**src/rtl/dma_pkg.sv**
```systemverilog
// dma_pkg: shared FSM state encoding and transfer size constant for the DMA engine
package dma_pkg;
    typedef enum logic [1:0] {
        ST_IDLE = 2'd0,
        ST_REQ  = 2'd1,
        ST_XFER = 2'd2,
        ST_DONE = 2'd3
    } state_t;
    localparam logic [2:0] SIZE_WORD = 3'd2;
endpackage

```
**src/rtl/dma_if.sv**
```systemverilog
// dma_if: read/write request and data handshakes between the DMA engine (master) and memory (slave)
interface dma_if #(
    parameter int AXI_AWIDTH = 32,
    parameter int AXI_DWIDTH = 32
);
    logic                  read_request_valid;
    logic                  read_request_ready;
    logic [AXI_AWIDTH-1:0] read_request_addr;
    logic [31:0]           read_len;
    logic [2:0]            read_size;
    logic [AXI_DWIDTH-1:0] read_data;
    logic                  read_data_valid;
    logic                  read_data_ready;
    logic                  write_request_valid;
    logic                  write_request_ready;
    logic [AXI_AWIDTH-1:0] write_request_addr;
    logic [31:0]           write_len;
    logic [2:0]            write_size;
    logic [AXI_DWIDTH-1:0] write_data;
    logic                  write_data_valid;
    logic                  write_data_ready;
    modport master (
        output read_request_valid, read_request_addr, read_len, read_size, read_data_ready,
        input  read_request_ready, read_data, read_data_valid,
        output write_request_valid, write_request_addr, write_len, write_size, write_data, write_data_valid,
        input  write_request_ready, write_data_ready
    );
    modport slave (
        input  read_request_valid, read_request_addr, read_len, read_size, read_data_ready,
        output read_request_ready, read_data, read_data_valid,
        input  write_request_valid, write_request_addr, write_len, write_size, write_data, write_data_valid,
        output write_request_ready, write_data_ready
    );
endinterface

```
**src/rtl/dma_fifo.sv**
```systemverilog
// dma_fifo: synchronous power-of-two FIFO buffering read beats until the write side takes them
module dma_fifo #(
    parameter int DWIDTH = 32,
    parameter int DEPTH  = 8
) (
    input  logic              clk,
    input  logic              rst,
    input  logic              i_push,
    input  logic [DWIDTH-1:0] i_data,
    input  logic              i_pop,
    output logic [DWIDTH-1:0] o_data,
    output logic              o_full,
    output logic              o_empty
);
    localparam int PW = $clog2(DEPTH);
    logic [DWIDTH-1:0] r_mem [DEPTH];
    logic [PW-1:0]     r_wr_ptr;
    logic [PW-1:0]     r_rd_ptr;
    logic [PW:0]       r_count;
    logic              w_push;
    logic              w_pop;
    assign o_full  = r_count == (PW+1)'(DEPTH);
    assign o_empty = r_count == '0;
    assign w_pop   = i_pop & ~o_empty;
    assign w_push  = i_push & (~o_full | w_pop);
    assign o_data  = r_mem[r_rd_ptr];
    // storage and pointers; pointers wrap naturally because DEPTH is a power of two
    always_ff @(posedge clk) begin
        if (rst) begin
            for (int i = 0; i < DEPTH; i++) r_mem[i] <= '0;
            r_wr_ptr <= '0;
            r_rd_ptr <= '0;
            r_count  <= '0;
        end else begin
            if (w_push) begin
                r_mem[r_wr_ptr] <= i_data;
                r_wr_ptr        <= r_wr_ptr + 1'b1;
            end
            if (w_pop) r_rd_ptr <= r_rd_ptr + 1'b1;
            r_count <= r_count + (PW+1)'(w_push) - (PW+1)'(w_pop);
        end
    end
endmodule

```
**src/rtl/dma_engine.sv**
```systemverilog
// dma_engine: single-channel copy engine, read beats buffered through dma_fifo; DMA_CHECKSUM_EN adds an XOR checksum output
module dma_engine
    import dma_pkg::*;
#(
    parameter int AXI_AWIDTH = 32,
    parameter int AXI_DWIDTH = 32,
    parameter int FIFO_DEPTH = 8
) (
    input  logic                  clk,
    input  logic                  rst,
    input  logic                  start,
    input  logic [AXI_AWIDTH-1:0] src_addr,
    input  logic [AXI_AWIDTH-1:0] dst_addr,
    input  logic [31:0]           len,
    output logic                  busy,
    output logic                  done,
`ifdef DMA_CHECKSUM_EN
    output logic [AXI_DWIDTH-1:0] checksum,
`endif
    dma_if.master                 bus
);
    state_t                r_state;
    state_t                w_next;
    logic [AXI_AWIDTH-1:0] r_src;
    logic [AXI_AWIDTH-1:0] r_dst;
    logic [31:0]           r_len;
    logic [31:0]           r_rd_cnt;
    logic [31:0]           r_wr_cnt;
    logic                  r_rreq_done;
    logic                  r_wreq_done;
    logic                  w_accept;
    logic                  w_rreq_fire;
    logic                  w_wreq_fire;
    logic                  w_rd_fire;
    logic                  w_wr_fire;
    logic                  w_full;
    logic                  w_empty;
    logic [AXI_DWIDTH-1:0] w_head;
    assign w_accept    = (r_state == ST_IDLE) & start;
    assign w_rreq_fire = bus.read_request_valid & bus.read_request_ready;
    assign w_wreq_fire = bus.write_request_valid & bus.write_request_ready;
    assign w_rd_fire   = bus.read_data_valid & bus.read_data_ready;
    assign w_wr_fire   = bus.write_data_valid & bus.write_data_ready;
    assign bus.read_request_addr  = r_src;
    assign bus.write_request_addr = r_dst;
    assign bus.read_len           = r_len;
    assign bus.write_len          = r_len;
    assign bus.read_size          = SIZE_WORD;
    assign bus.write_size         = SIZE_WORD;
    assign bus.write_data         = w_head;
    dma_fifo #(
        .DWIDTH (AXI_DWIDTH),
        .DEPTH  (FIFO_DEPTH)
    ) u_fifo (
        .clk     (clk),
        .rst     (rst),
        .i_push  (w_rd_fire),
        .i_data  (bus.read_data),
        .i_pop   (w_wr_fire),
        .o_data  (w_head),
        .o_full  (w_full),
        .o_empty (w_empty)
    );
    // state register
    always_ff @(posedge clk) begin
        if (rst) r_state <= ST_IDLE;
        else     r_state <= w_next;
    end
    // next state and handshake outputs; write_data_valid never looks at write_data_ready
    always_comb begin
        w_next                  = r_state;
        busy                    = 1'b1;
        done                    = 1'b0;
        bus.read_request_valid  = 1'b0;
        bus.write_request_valid = 1'b0;
        bus.read_data_ready     = 1'b0;
        bus.write_data_valid    = 1'b0;
        case (r_state)
            ST_IDLE: begin
                busy = 1'b0;
                if (start) w_next = (len == 32'd0) ? ST_DONE : ST_REQ;
            end
            ST_REQ: begin
                bus.read_request_valid  = ~r_rreq_done;
                bus.write_request_valid = ~r_wreq_done;
                if ((r_rreq_done | bus.read_request_ready) & (r_wreq_done | bus.write_request_ready))
                    w_next = ST_XFER;
            end
            ST_XFER: begin
                bus.read_data_ready  = ~w_full & (r_rd_cnt < r_len);
                bus.write_data_valid = ~w_empty & (r_wr_cnt < r_len);
                if (r_wr_cnt == r_len) w_next = ST_DONE;
            end
            ST_DONE: begin
                done   = 1'b1;
                w_next = ST_IDLE;
            end
            default: begin
                busy   = 1'b0;
                w_next = ST_IDLE;
            end
        endcase
    end
    // captured job, request-accepted flags and beat counters
    always_ff @(posedge clk) begin
        if (rst) begin
            r_src       <= '0;
            r_dst       <= '0;
            r_len       <= '0;
            r_rd_cnt    <= '0;
            r_wr_cnt    <= '0;
            r_rreq_done <= 1'b0;
            r_wreq_done <= 1'b0;
        end else begin
            if (w_accept) begin
                r_src       <= src_addr;
                r_dst       <= dst_addr;
                r_len       <= len;
                r_rd_cnt    <= '0;
                r_wr_cnt    <= '0;
                r_rreq_done <= 1'b0;
                r_wreq_done <= 1'b0;
            end
            if (w_rreq_fire) r_rreq_done <= 1'b1;
            if (w_wreq_fire) r_wreq_done <= 1'b1;
            if (w_rd_fire) r_rd_cnt <= r_rd_cnt + 32'd1;
            if (w_wr_fire) r_wr_cnt <= r_wr_cnt + 32'd1;
        end
    end
`ifdef DMA_CHECKSUM_EN
    logic [AXI_DWIDTH-1:0] r_checksum;
    assign checksum = r_checksum;
    // running XOR of every beat written out, restarted by each accepted start
    always_ff @(posedge clk) begin
        if (rst)            r_checksum <= '0;
        else if (w_accept)  r_checksum <= '0;
        else if (w_wr_fire) r_checksum <= r_checksum ^ w_head;
    end
`endif
endmodule

```
**src/flat_wrapper.sv**
```systemverilog
// flat-port wrapper written by rule: the top's interface ports become plain ports
module dma_engine_flat import dma_pkg::*;
#(
    parameter int AXI_AWIDTH = 32,
    parameter int AXI_DWIDTH = 32,
    parameter int FIFO_DEPTH = 8
)
  (clk, rst, start, src_addr, dst_addr, len, busy, done, bus_read_request_valid, bus_read_request_addr, bus_read_len, bus_read_size, bus_read_data_ready, bus_read_request_ready, bus_read_data, bus_read_data_valid, bus_write_request_valid, bus_write_request_addr, bus_write_len, bus_write_size, bus_write_data, bus_write_data_valid, bus_write_request_ready, bus_write_data_ready);
  dma_if #(.AXI_AWIDTH(AXI_AWIDTH), .AXI_DWIDTH(AXI_DWIDTH)) bus_i ();
  input  logic clk;
  input  logic rst;
  input  logic start;
  input  logic [AXI_AWIDTH-1:0] src_addr;
  input  logic [AXI_AWIDTH-1:0] dst_addr;
  input  logic [31:0] len;
  output logic busy;
  output logic done;
  output wire logic [$bits(bus_i.read_request_valid)-1:0] bus_read_request_valid;
  output wire logic [$bits(bus_i.read_request_addr)-1:0] bus_read_request_addr;
  output wire logic [$bits(bus_i.read_len)-1:0] bus_read_len;
  output wire logic [$bits(bus_i.read_size)-1:0] bus_read_size;
  output wire logic [$bits(bus_i.read_data_ready)-1:0] bus_read_data_ready;
  input wire logic [$bits(bus_i.read_request_ready)-1:0] bus_read_request_ready;
  input wire logic [$bits(bus_i.read_data)-1:0] bus_read_data;
  input wire logic [$bits(bus_i.read_data_valid)-1:0] bus_read_data_valid;
  output wire logic [$bits(bus_i.write_request_valid)-1:0] bus_write_request_valid;
  output wire logic [$bits(bus_i.write_request_addr)-1:0] bus_write_request_addr;
  output wire logic [$bits(bus_i.write_len)-1:0] bus_write_len;
  output wire logic [$bits(bus_i.write_size)-1:0] bus_write_size;
  output wire logic [$bits(bus_i.write_data)-1:0] bus_write_data;
  output wire logic [$bits(bus_i.write_data_valid)-1:0] bus_write_data_valid;
  input wire logic [$bits(bus_i.write_request_ready)-1:0] bus_write_request_ready;
  input wire logic [$bits(bus_i.write_data_ready)-1:0] bus_write_data_ready;
  assign bus_read_request_valid = bus_i.read_request_valid;
  assign bus_read_request_addr = bus_i.read_request_addr;
  assign bus_read_len = bus_i.read_len;
  assign bus_read_size = bus_i.read_size;
  assign bus_read_data_ready = bus_i.read_data_ready;
  assign bus_i.read_request_ready = bus_read_request_ready;
  assign bus_i.read_data = bus_read_data;
  assign bus_i.read_data_valid = bus_read_data_valid;
  assign bus_write_request_valid = bus_i.write_request_valid;
  assign bus_write_request_addr = bus_i.write_request_addr;
  assign bus_write_len = bus_i.write_len;
  assign bus_write_size = bus_i.write_size;
  assign bus_write_data = bus_i.write_data;
  assign bus_write_data_valid = bus_i.write_data_valid;
  assign bus_i.write_request_ready = bus_write_request_ready;
  assign bus_i.write_data_ready = bus_write_data_ready;
  dma_engine #(.AXI_AWIDTH(AXI_AWIDTH), .AXI_DWIDTH(AXI_DWIDTH), .FIFO_DEPTH(FIFO_DEPTH)) u_core (.clk(clk), .rst(rst), .start(start), .src_addr(src_addr), .dst_addr(dst_addr), .len(len), .busy(busy), .done(done), .bus(bus_i));
endmodule
```
**config.mk**
```make
export PLATFORM = sky130hd
export DESIGN_NAME = dma_engine_flat
export DESIGN_NICKNAME = d
export VERILOG_FILES = /design/src/rtl/dma_pkg.sv /design/src/rtl/dma_if.sv /design/src/rtl/dma_fifo.sv /design/src/rtl/dma_engine.sv /design/src/flat_wrapper.sv
export SDC_FILE = /design/constraint.sdc
export NUM_CORES = 1
export LEC_CHECK = 0
export BUFFER_PORTS_ARGS = -buffer_cell sky130_fd_sc_hd__buf_2
export CAP_MARGIN = 20
export CELL_PAD_IN_SITES_DETAIL_PLACEMENT = 1
export CELL_PAD_IN_SITES_GLOBAL_PLACEMENT = 2
export CORE_MARGIN = 10
export CORE_UTILIZATION = 38
export DETAILED_ROUTE_END_ITERATION = 10
export PLACE_DENSITY_LB_ADDON = 0.1
export SYNTH_ARGS = -nofsm -noshare
export SYNTH_HDL_FRONTEND = slang
export SYNTH_SLANG_ARGS = --single-unit
```
**constraint.sdc**
```tcl
create_clock -name clk -period 3.6 [get_ports clk]
set_clock_uncertainty 0.2 [all_clocks]
set_input_delay 0.18 -clock clk [delete_from_list [all_inputs] [get_ports clk]]
set_output_delay 0.18 -clock clk [all_outputs]
set_load 0.005 [all_outputs]
```
**After elaboration in Yosys (flattened, before gate mapping)**

Memories as Yosys holds them, arrays and structs flattened. A register that Yosys moved wholly into a read port is not among the register bits.
Index checks and enable logic that the tools add are counted.

- Bits in registers: 174
- Bits in writable memories: 256
- Input bits: 135
- Output and inout port bits: 172
- Memories: 1

- Add/subtract/negate cells: 6
- $lt $le $gt $ge: 2
- Equal/unequal tests: 8
- Multiplexer cells: 27
- Bitwise logic cells: 17
- Reductions and logical operators: 9

Memory list:

| name | words | bits a word | read ports | clocked after Yosys merged registers in | write ports | RTL line | source |
|---|---|---|---|---|---|---|---|
| u_core.u_fifo.r_mem | 8 | 32 | 1 | 1 | 8 | dma_fifo.sv:16 | `logic [DWIDTH-1:0] r_mem [DEPTH];` |

Operators with widths:

| kind | number |
|---|---|
| two-way mux 32 bit | 4 |
| adder 32 x 1 -> 32 bit (second input constant) | 2 |
| less-than comparator 32 bit | 2 |
| == test 32 bit | 1 |
| zero test 32 bit | 1 |
| OR reduction 32 bit | 1 |
| two-way mux 1 bit | 15 |
| bitwise AND 1 bit | 10 |
| two-way mux 3 bit | 3 |
| two-way mux 2 bit | 4 |
| case mux 2 bit (4 select lines) | 1 |
| nonzero test 2 bit | 4 |
| adder 3 x 1 -> 3 bit (second input constant) | 2 |
| adder 4 x 1 -> 4 bit | 1 |
| == test 2 bit (second input constant) | 2 |
| == test 4 bit (second input constant) | 1 |
| zero test 4 bit | 1 |
| != test 2 x 1 -> 1 bit (second input constant) | 2 |
| inverter 1 bit | 4 |
| subtractor 4 x 1 -> 4 bit | 1 |
| bitwise OR 1 bit | 3 |
| AND reduction 3 bit | 1 |
| == test 2 x 1 -> 1 bit (second input constant) | 1 |
| zero test 2 bit | 1 |
| != test 2 bit (second input constant) | 1 |

**Logic depth before layout (Yosys ltp)**

Gate-level depths: netlist of run 1.

- Depth in word-level cells: 13
- Depth in mapped cells: 15
- Depth with buffers taken out: 15

**By module**

Synthesis of run 1 repeated with hierarchy kept, for this count alone.

- Cell total of the unflattened synthesis: 1,936
- Area, all modules: 20,706.1 sq um

By module, submodules not included:

| module | times used | cells an instance | area an instance (sq um) |
|---|---|---|---|
| dma_fifo | 1 | 828 | 12,080.3 |
| dma_engine | 1 | 1,108 | 8,625.8 |

**Worst setup path before layout of run 1**

Ideal clock, no wire load.

- Path kind: register to register
- Start: reg u_core.r_len[29], in the netlist u_core.bus.read_len[29]
- End: reg u_core.u_fifo.r_count[2]
- Arrival: 3.022 ns
- Setup slack: 0.250 ns
- Cell stages (with the launch flop): 16
- Path buffers: 0
- Period minus slack after synthesis: 3.350 ns
- Cells stage by stage: dfxtp_1 -> inv_1 -> ha_1 -> a211o_1 -> a221o_1 -> a211oi_2 -> o2111ai_2 -> nand2_4 -> inv_8 -> ha_1 -> inv_1 -> ha_1 -> inv_1 -> fa_1 -> xor2_1 -> nor2_1

- Cells in the longest elaborated chain, start to end: 9
- Elaborated cells on any way between the ends: 13

RTL lines:

| what | RTL line | source |
|---|---|---|
| from (decl) | dma_engine.sv:26 | `logic [31:0] r_len;` |
| from (signal assigned) | dma_engine.sv:118 | `r_len <= len;` |
| less-than comparator 32 bit | dma_engine.sv:91 | `bus.write_data_valid = ~w_empty & (r_wr_cnt < r_len);` |
| bitwise AND 1 bit | dma_engine.sv:91 |  |
| two-way mux 1 bit | dma_engine.sv:78 | `case (r_state)` |
| bitwise AND 1 bit | dma_engine.sv:43 | `assign w_wr_fire = bus.write_data_valid & bus.write_data_ready;` |
| bitwise AND 1 bit | dma_fifo.sv:24 | `assign w_pop = i_pop & ~o_empty;` |
| bitwise OR 1 bit | dma_fifo.sv:25 | `assign w_push = i_push & (~o_full \| w_pop);` |
| bitwise AND 1 bit | dma_fifo.sv:25 |  |
| adder 4 x 1 -> 4 bit | dma_fifo.sv:40 | `r_count <= r_count + (PW+1)'(w_push) - (PW+1)'(w_pop);` |
| subtractor 4 x 1 -> 4 bit * | dma_fifo.sv:40 |  |
| to (signal assigned) | dma_fifo.sv:40 |  |
| to (decl) | dma_fifo.sv:19 | `logic [PW:0] r_count;` |

Mark *: on every way between the ends. The rest lies on a longest branch, timed or not.
A chain may end at the register's enable or synchronous reset.

**Worst setup path in the final report of run 1**

Same ends and word-level chain as after synthesis.

==> results of run 1 <==
repair_timing:
item                                    CTS  global route
gates resized for setup                   0             6
hold buffers                            144             0
endpoints found under the hold margin   379             0
endpoints found under the setup margin    0            63
flip-flops by register name (all words and copies together), names as in the netlist, named ones only:
register / flops
u_core.bus.read_len: 32
u_core.bus.read_request_addr: 32
u_core.bus.write_request_addr: 32
u_core.r_rd_cnt: 32
u_core.r_rreq_done: 1
u_core.r_state: 2
u_core.r_wr_cnt: 32
u_core.r_wreq_done: 1
u_core.u_fifo.r_count: 4
u_core.u_fifo.r_mem: 256
u_core.u_fifo.r_rd_ptr: 3
u_core.u_fifo.r_wr_ptr: 3
report_power, final:
part	total [mW]	switching (mW)	internal, mW
combinational	2.67	1.54	1.14
sequential	5.82	0.208	5.61
clock	4.98	2.15	2.83
total	13.5	3.89	9.58
worst min-delay path by stage:
stage                          from  slack, ns  depth (start not counted)                                 to
2_1_floorplan           src_addr[0]       0.12                          2    u_core.bus.read_request_addr[0]
6_report       bus_write_data_ready       0.12                          6                               flop
3_5_place_dp            src_addr[8]       0.23                          3    u_core.bus.read_request_addr[8]
3_3_place_gp           dst_addr[30]       0.22                          3  u_core.bus.write_request_addr[30]
4_1_cts        bus_write_data_ready       0.08                          6                               flop
5_1_grt                dst_addr[25]       0.15                          4  u_core.bus.write_request_addr[25]
layout make-up:
class                   instances  share of cell area
repair buffers                516               0.137
inverters                      54             0.00804
well taps                     696              0.0333
multi-input cells            1214               0.331
diodes                          4            0.000383
flip-flops and latches        433               0.430
clock buffers                  76              0.0531
clock inverters                17             0.00728
cells in the final DEF, fill, tap and decap left out, types with 6 or more instances in the layout:
cell           Yosys  layout
nor4_1            10      10
buf_4             40      66
nor2_1            52      52
a21o_1            16      16
dlygate4sd3_1      0     144
nor3_1            25      24
and3_1            29      29
nand3_1           39      39
or2_2              9       9
clkbuf_16          0      50
and2_2             6       6
clkinv_2           0       9
ha_1              78      78
o21ai_0           33      33
edfxtp_1         256     256
xor2_1            15      15
a221o_1           17      17
clkbuf_1          44      22
a22o_1            14      14
a21oi_1          138     138
dfxtp_1          177     171
and2_1           256     255
nand2_1          260     259
or3_1              7       7
mux2_2            33      33
xnor2_1            7       7
conb_1             2       6
buf_12             0       7
mux4_2            64      64
and4_1             6       6
nand4_1           22      22
buf_2              8     299
inv_1             52      52
routing by layer:
metal | global-route usage | vias to the layer above
li1 | - | 7355
met1 | 0.256 | 7767
met2 | 0.353 | 360
met3 | 0.0497 | 76
met4 | 0.0491 | 2
met5 | 0 | -
worst register-to-register path: stages, from the launching register on:
cell and delay [ns]:
dfxtp_1 0.33, inv_1 0.07, ha_1 0.31, a211o_1 0.30, a221o_1 0.36, a211oi_2 0.22, o2111ai_2 0.20, nand2_4 0.15
inv_8 0.03, ha_1 0.27, inv_1 0.06, ha_1 0.16, inv_1 0.06, fa_1 0.37, xor2_1 0.14, nor2_1 0.05
through the flow:
stage	cell area, µm²	hold slack (ns)	setup TNS [ns]	instances
global placement	23100	0.220	0	2769
floorplan	20900	0.116	0	1836
finish	26100	0.120	0	3010
detailed placement	23100	0.227	0	2769
global route	26100	0.155	-0.00487	3009
CTS	26100	0.0837	0	3006
cells by family after synthesis:
group	after synthesis	synth area share
buffers and inverters	189	0.0491
AND/OR/NAND/NOR	752	0.190
flip-flops	433	0.538
AO/OA/AOI/OAI	254	0.0759
XOR/XNOR	22	0.00924
adder cells (fa/ha/maj)	79	0.0478
multiplexers	101	0.0888
other	2	0.000360
==> impl_metrics.ini, run 1 <==
[synthesis]
synth_edf_count = 256
synth-seq-area-share = 0.538
synth_area_leaders = edfxtp_1 37%, dfxtp_1 17%, and2_1 7.7%
syn_area_um2 = 20900
synthArstFlopShare = 0
synth_cell_types = 71
netlist_top_cells_count = 260 x nand2_1, 256 x and2_1, 256 x edfxtp_1
syn_inst = 1832
ys_seq_elements = 433
syn_area_per_cell_um2 = 11.4
synth_top_area_share = 0.369
synth.most_common_cell = nand2_1
synth_top_cell_by_area = edfxtp_1
synth_top_flop_cell = edfxtp_1
yosys_warnings = 0

[global_route]
antenna_found_initial = 6
grt_overflow = 0
grt_use_total = 0.206
grt_pass1_vias = 17000
grt_pass1_wl_mm = 103
grt_max_degree = 90

[pwr]
p_leak_nw = 10.8
p_per_area_nw_per_um2 = 515
totalPowerFinal_mw = 13.5
ir_worst_vdd_v = 0.000447

[clock_tree]
insertion_delay_ns = 0.62
clkTransAtPathRegs_ns = 0.06
cts_tree = built
clock-sinks = 433
post_cts_buffers = 0
clock-root-buffer = clkbuf_16
cts.path.max_buffers = 3
htreeDepth = 2
cts_buffers = 50

[worst_setup_path]
critPathCapture = u_core.u_fifo.r_count[2]
path_class = flop to flop
cp_max_fo = 3
arrival_ns = 3.65
r2r-start = u_core.bus.read_len[29]
cp.depth = 15
critPathTopFamily = adder cells
reg2reg_depth = 15
cp.required_ns = 3.88
startpoint = u_core.bus.read_len[29]
rrSetupSlack_ns = 0.23
slowest_delay_ns = 0.37
critical_path.cell_chain = inv_1 -> ha_1 -> a211o_1 -> a221o_1 -> a211oi_2 -> o2111ai_2 -> nand2_4 -> inv_8 -> ha_1 -> inv_1 -> ha_1 -> inv_1 -> fa_1 -> xor2_1 -> nor2_1
worst_r2r_endpoint = u_core.u_fifo.r_count[2]
endpoint_kind = flop
worstSetupStartpointType = flop
critPathSlowestCell = fa_1
crit_buf_inv = 4

[status]
status = finished clean

[sta]
slew_headroom = 0.321
layout_min_cycle_time_ns = 3.37
worst_pin_slew_ns = 1.02
final-hold-violation-count = 0
fin_crit_sh = 0.935
grt_setup_unrepaired = true
slew_viol_final = 0
setup_viol = 0
fin_ws_ns = 0.233
max_freq_mhz = 297

[detailed_routing]
ant_nets = 0
met2_length_mm = 32.4
viasPerCell = 5.17
via_count = 15600
routed.top_layer = met5
drc = 0
met3_length_mm = 4.09
routed_wl_mm = 66.4
wl_met1_mm = 28.7
drt_iter0_markers = 853
wire_per_inst_um = 22.1
first_pass_iters = 5

[layout]
register_area_um2 = 11200
drive_above_1_share = 0.254
area_growth_pct = 25.3
multiInputGateArea_um2 = 8650
utilization = 0.483
fin_nets = 2483
fillers = 5808

[floorplanning]
core_um2 = 54100
die_h_um = 254
rows = 85
start_util = 0.385
ioPinCount = 307
fp.dieArea_um2 = 64700
die_w_um = 254

[run]
maxCapViolCount = 0

[worst_hold_path]
hold_class = primary input to flop

[placed_design]
dp_hpwl_mm = 44.6
place_ws_ns = 0.117
globalplace.congestion = 0.811
placement.io_buffers = 300
No activity file was read; power rests on OpenSTA's default activity.
==> run 2, diff against run 1 <==
--- a/config.mk
+++ b/config.mk
@@ -5,12 +5,13 @@
 export SDC_FILE = /design/constraint.sdc
 export NUM_CORES = 1
 export LEC_CHECK = 0
+export ABC_AREA = 1
 export BUFFER_PORTS_ARGS = -buffer_cell sky130_fd_sc_hd__buf_2
 export CAP_MARGIN = 20
 export CELL_PAD_IN_SITES_DETAIL_PLACEMENT = 1
 export CELL_PAD_IN_SITES_GLOBAL_PLACEMENT = 2
 export CORE_MARGIN = 10
-export CORE_UTILIZATION = 38
+export CORE_UTILIZATION = 35
 export DETAILED_ROUTE_END_ITERATION = 10
 export PLACE_DENSITY_LB_ADDON = 0.1
 export SYNTH_ARGS = -nofsm -noshare
==> impl_metrics.ini, run 2 <==
[clock_tree]
cts_tree = built
post_cts_buffers = 0
clock-root-buffer = clkbuf_16
cts.path.max_buffers = 3
cts_buffers = 51
clkTransAtPathRegs_ns = 0.06
clock-sinks = 433
insertion_delay_ns = 0.60
htreeDepth = 2

[layout]
mostFrequentLayoutCells = 680 x nor2_1, 300 x buf_2, 256 x edfxtp_1, 243 x o21ai_0, 209 x nand2_1
final_common_cell = nor2_1
fillers = 7122
max_flop_register = u_core.u_fifo.r_mem
register_area_um2 = 11200
fin_nets = 3049
drive_above_1_share = 0.162
multiInputGateArea_um2 = 8370
area_growth_pct = 24.0
largest_reg_flops = 256

[detailed_routing]
drc = 0
routed_wl_mm = 74.5
first_pass_iters = 5
wire_per_inst_um = 20.4
via_count = 18500
ant_nets = 0
drt_iter0_markers = 950
viasPerCell = 5.06

[worst_setup_path]
arrival_ns = 3.43
cp.required_ns = 3.84
critPathSlowestCell = dfxtp_1
critical_path.cell_chain = ha_1 -> a21oi_1 -> nor2_1 -> nor3_1 -> nand2_1 -> nand2_1 -> nand2_1 -> nand2_1 -> nand4_1 -> nor2_4 -> buf_4 -> nand2_1 -> a21oi_1
rrSetupSlack_ns = 0.40
endpoint_kind = flop
cp_max_fo = 34
cpMostUsedCell = nand2_1
path_class = flop to flop
slowest_delay_ns = 0.44
worstSetupStartpointType = flop

[floorplanning]
die_w_um = 266
ioPinCount = 307
die_h_um = 266
rows = 90
start_util = 0.353
core_um2 = 60100
fp.dieArea_um2 = 70800

[sta]
setup_viol = 0
slew_viol_final = 0
layout_min_cycle_time_ns = 3.20
worst_pin_slew_ns = 0.838
slew_headroom = 0.441
max_freq_mhz = 313
final-hold-violation-count = 0
setup-tns-final_ns = 0
hold_ws_ns = 0.0538
fin_crit_sh = 0.888
grt_setup_unrepaired = false

[status]
status = finished clean

[run]
maxCapViolCount = 0

[synthesis]
synthMuxAreaShare = 0.000472
synth_compound_area_frac = 0.111
synthAdderAreaFrac = 0.0470
yosys_warnings = 0
netlist_top_cells_count = 680 x nor2_1, 256 x edfxtp_1, 243 x o21ai_0
synth_top_cell_by_area = edfxtp_1
syn_inst = 2452
synth_top_area_share = 0.362
synth_edf_count = 256
synth.most_common_cell = nor2_1
synth_area_leaders = edfxtp_1 36%, dfxtp_1 17%, nor2_1 12%
syn_area_per_cell_um2 = 8.65
synth_top_flop_cell = edfxtp_1
synth-seq-area-share = 0.530
syn_area_um2 = 21200
synth_cell_types = 45
synth_top_family_by_area = simple AND/OR/NAND/NOR gates
synthArstFlopShare = 0
ys_seq_elements = 433
synth-simple-area-share = 0.213
synth_xor_area_frac = 0.0211

[pwr]
totalPowerFinal_mw = 12.7
ir_worst_vdd_v = 0.000435
p_leak_nw = 11.2
p_per_area_nw_per_um2 = 483

[global_route]
grt_use_met2 = 0.379
antenna_found_initial = 3
grt_util_met1 = 0.248
grt_overflow = 0
grt_max_degree = 129
busiest_layer = met2
met3_usage = 0.0380
grt_pass1_wl_mm = 116
grt_use_total = 0.207
grt_pass1_vias = 19700

[placed_design]
dp_hpwl_mm = 49.5
placement.io_buffers = 300
globalplace.congestion = 0.856

[worst_hold_path]
hold_class = primary input to flop
[run 2: changes by cell type after synthesis, moves of 50 or more]
cell | previous run | this run
o21ai_0 | 33 | 243
mux4_2 | 64 | 0
inv_1 | 52 | 179
and2_1 | 256 | 0
nor2_1 | 52 | 680
nand2_1 | 260 | 210
[run 2: through the flow]
| step | worst slack, ns | instances | util | cell area, µm² |
|---|---|---|---|---|
| 6_report | 0.404 | 3659 | 0.437 | 26300 |
| 5_1_grt | 0.0395 | 3658 | 0.437 | 26300 |
| 4_1_cts | 0.339 | 3657 | 0.437 | 26300 |
| 3_5_place_dp | 0.383 | 3432 | 0.388 | 23400 |
| 3_3_place_gp | 0.410 | 3432 | 0.388 | 23400 |
| 2_1_floorplan | 0.398 | 2456 | - | 21200 |
[run 2: timing repair]
action                                 in CTS  in global routing
hold buffers                              132                  0
endpoints found under the hold margin     357                  0
setup endpoints to repair                   0                  1
resized for setup                           0                  3
[run 2: layer usage]
metal  wire length, µm  up-vias
li1                  -     8937
met1             31600     9205
met2             38600      314
met3              3190       72
met4              1220        2
met5                10        -
[run 2: kinds of logic after synthesis]
group | after synthesis
other | 2
buffers and inverters | 354
multiplexers | 1
adder cells (fa/ha/maj) | 79
AND/OR/NAND/NOR | 1082
XOR/XNOR | 51
AO/OA/AOI/OAI | 450
flip-flops | 433
[run 2: final cells by class]
| class | instances | area share |
|---|---|---|
| Clock buffer | 82 | 0.0557 |
| Multi-Input combinational cell | 1669 | 0.318 |
| Clock inverter | 11 | 0.00471 |
| Timing Repair Buffer | 497 | 0.130 |
| Inverter | 183 | 0.0263 |
| Antenna cell | 2 | 0.000190 |
| Tap cell | 782 | 0.0372 |
| Sequential cell | 433 | 0.427 |
[run 2: where the power goes]
part | total [mW] | leakage, nW | switching, mW | internal [mW]
clock | 5.01 | 0.769 | 2.10 | 2.91
sequential | 5.73 | 4.09 | 0.165 | 5.57
combinational | 1.96 | 6.30 | 1.25 | 0.709
[run 2: path summary, 6_finish.rpt]
kind	startpoint	end	cells past startpoint
max reg2reg	u_core.r_rd_cnt[5]	u_core.r_rd_cnt[25]	13
min	rst	u_core.u_fifo.r_wr_ptr[1]	4
max	u_core.r_rd_cnt[5]	u_core.r_rd_cnt[25]	13
min reg2reg	u_core.bus.write_request_addr[20]	u_core.bus.write_request_addr[20]	2
[run 2: worst max-delay path, delay by kind of cell, from the launching register on]
kind | cells | cell delay [ns]
AND/OR/NAND/NOR | 9 | 1.10
AO/OA/AOI/OAI | 2 | 0.56
flip-flops | 1 | 0.44
buffers and inverters | 1 | 0.43
adder cells (fa/ha/maj) | 1 | 0.29
==> run 3, diff against run 2 <==
--- a/config.mk
+++ b/config.mk
@@ -12,8 +12,9 @@
 export CELL_PAD_IN_SITES_GLOBAL_PLACEMENT = 2
 export CORE_MARGIN = 10
 export CORE_UTILIZATION = 35
+export CTS_CLUSTER_SIZE = 28
 export DETAILED_ROUTE_END_ITERATION = 10
-export PLACE_DENSITY_LB_ADDON = 0.1
+export PLACE_DENSITY = 0.87
 export SYNTH_ARGS = -nofsm -noshare
 export SYNTH_HDL_FRONTEND = slang
 export SYNTH_SLANG_ARGS = --single-unit
==> impl_metrics.ini, run 3 (synthesis gave the netlist of run 2 again) <==
[sta]
setup_viol = 0
final-hold-violation-count = 0
fin_crit_sh = 0.923
slew_viol_final = 0
worst_pin_slew_ns = 0.846
slew_headroom = 0.436
layout_min_cycle_time_ns = 3.32
setup-tns-final_ns = 0
grt_setup_unrepaired = false
max_freq_mhz = 301

[clock_tree]
insertion_delay_ns = 0.62
clock-sinks = 433
htreeDepth = 2
clock-root-buffer = clkbuf_16
post_cts_buffers = 0
cts.path.max_buffers = 3
cts_tree = built
clkTransAtPathRegs_ns = 0.07
cts_buffers = 49

[placed_design]
placement.io_buffers = 300
dp_hpwl_mm = 47.0
globalplace.congestion = 0.889
dp_cells = 3415

[floorplanning]
ioPinCount = 307
start_util = 0.353
core_um2 = 60100
die_w_um = 266
die_h_um = 266
rows = 90
fp.dieArea_um2 = 70800

[worst_setup_path]
worstSetupStartpointType = flop
path_class = flop to flop
cp.required_ns = 3.87
cp_max_fo = 3
arrival_ns = 3.59
endpoint_kind = flop

[layout]
register_area_um2 = 11200
fillers = 7114
drive_above_1_share = 0.160
fin_nets = 3032
multiInputGateArea_um2 = 8360
max_flop_register = u_core.u_fifo.r_mem
mostFrequentLayoutCells = 680 x nor2_1, 300 x buf_2, 256 x edfxtp_1, 243 x o21ai_0, 209 x nand2_1
final_common_cell = nor2_1
finalNonFillerCells = 3646
area_growth_pct = 23.6
largest_reg_flops = 256

[status]
status = finished clean

[detailed_routing]
drc = 0
ant_nets = 0
via_count = 18800
first_pass_iters = 5
viasPerCell = 5.15
drt_iter0_markers = 1146
routed_wl_mm = 73.1
wire_per_inst_um = 20.0

[global_route]
grt_overflow = 0
grt_pass1_vias = 20100
grt_max_degree = 194
grt_use_total = 0.203
grt_pass1_wl_mm = 114
antenna_found_initial = 10

[pwr]
ir_worst_vdd_v = 0.000449
p_per_area_nw_per_um2 = 486
p_leak_nw = 11.1

[run]
maxCapViolCount = 0

[worst_hold_path]
hold_class = primary input to flop
run 3: changes by cell type in the layout (fill, tap and decap cells not counted), sizes merged:
cell,before,now
clkinv,10,22
buf,365,349
inv,182,184
dlygate4sd3,132,133
clkbuf,82,63
diode,2,7
bufinv,2,4
run 3: power by group:
part | switching [mW] | internal (mW) | leakage (nW) | total (mW)
sequential | 0.174 | 5.57 | 4.09 | 5.74
clock | 2.17 | 2.88 | 0.790 | 5.05
combinational | 1.24 | 0.706 | 6.22 | 1.94
total | 3.58 | 9.15 | 11.1 | 12.7
run 3: layout make-up:
class | instances | share of cell area
clock buffers | 63 | 0.0499
repair buffers | 482 | 0.127
clock inverters | 27 | 0.0114
multi-input cells | 1669 | 0.319
flip-flops and latches | 433 | 0.429
well taps | 782 | 0.0373
inverters | 183 | 0.0263
diodes | 7 | 0.000668
run 3: path summary, 6_finish.rpt:
kind	startpoint	to	slack (ns)	cells after the start
setup / recovery	u_core.bus.read_len[31]	u_core.u_fifo.r_count[2]	0.28	16
hold / removal	bus_write_data_ready	u_core.r_wr_cnt[6]	0.07	5
setup reg to reg	u_core.bus.read_len[31]	u_core.u_fifo.r_count[2]	0.28	16
hold reg to reg	u_core.bus.write_request_addr[29]	u_core.bus.write_request_addr[29]	0.28	2
run 3: timing repair:
item | CTS | global route
hold endpoints to repair | 365 | 0
endpoints found under the setup margin | 0 | 2
gates resized for setup | 0 | 2
hold buffers | 133 | 0
run 3: per-layer routing:
metal  up-vias  global-route usage  part of all wire  wire [µm]
met2       511               0.350              0.49      35900
met4         6              0.0666             0.027       1940
met5         -                   0           0.00056         41
li1       8908                   -                 -          -
met1      9235               0.246              0.41      30300
met3       119              0.0458             0.067       4920
run 3: critical path, stage by stage (launching register included):
cell and delay [ns]:
dfxtp_1 0.36, inv_1 0.12, ha_1 0.32, nand2_1 0.08, nor2_1 0.14, nand2_1 0.10
nor4_2 0.33, nand2_1 0.15, nand3_2 0.12, inv_2 0.05, ha_1 0.33, inv_1 0.08
ha_1 0.13, inv_1 0.06, fa_1 0.37, xor2_1 0.17, nor2_1 0.06
run 3: stage by stage:
stage	total power, mW	hold slack, ns	utilization	cell area (µm²)	setup WS [ns]
floorplan	6.87	0.123	-	21200	0.398
global placement	7.56	0.227	0.386	23200	0.309
detailed placement	7.64	0.240	0.386	23200	0.189
CTS	12.8	0.0356	0.435	26200	0.196
global route	13.3	0.105	0.436	26200	0.0516
finish	12.7	0.0717	0.436	26200	0.278
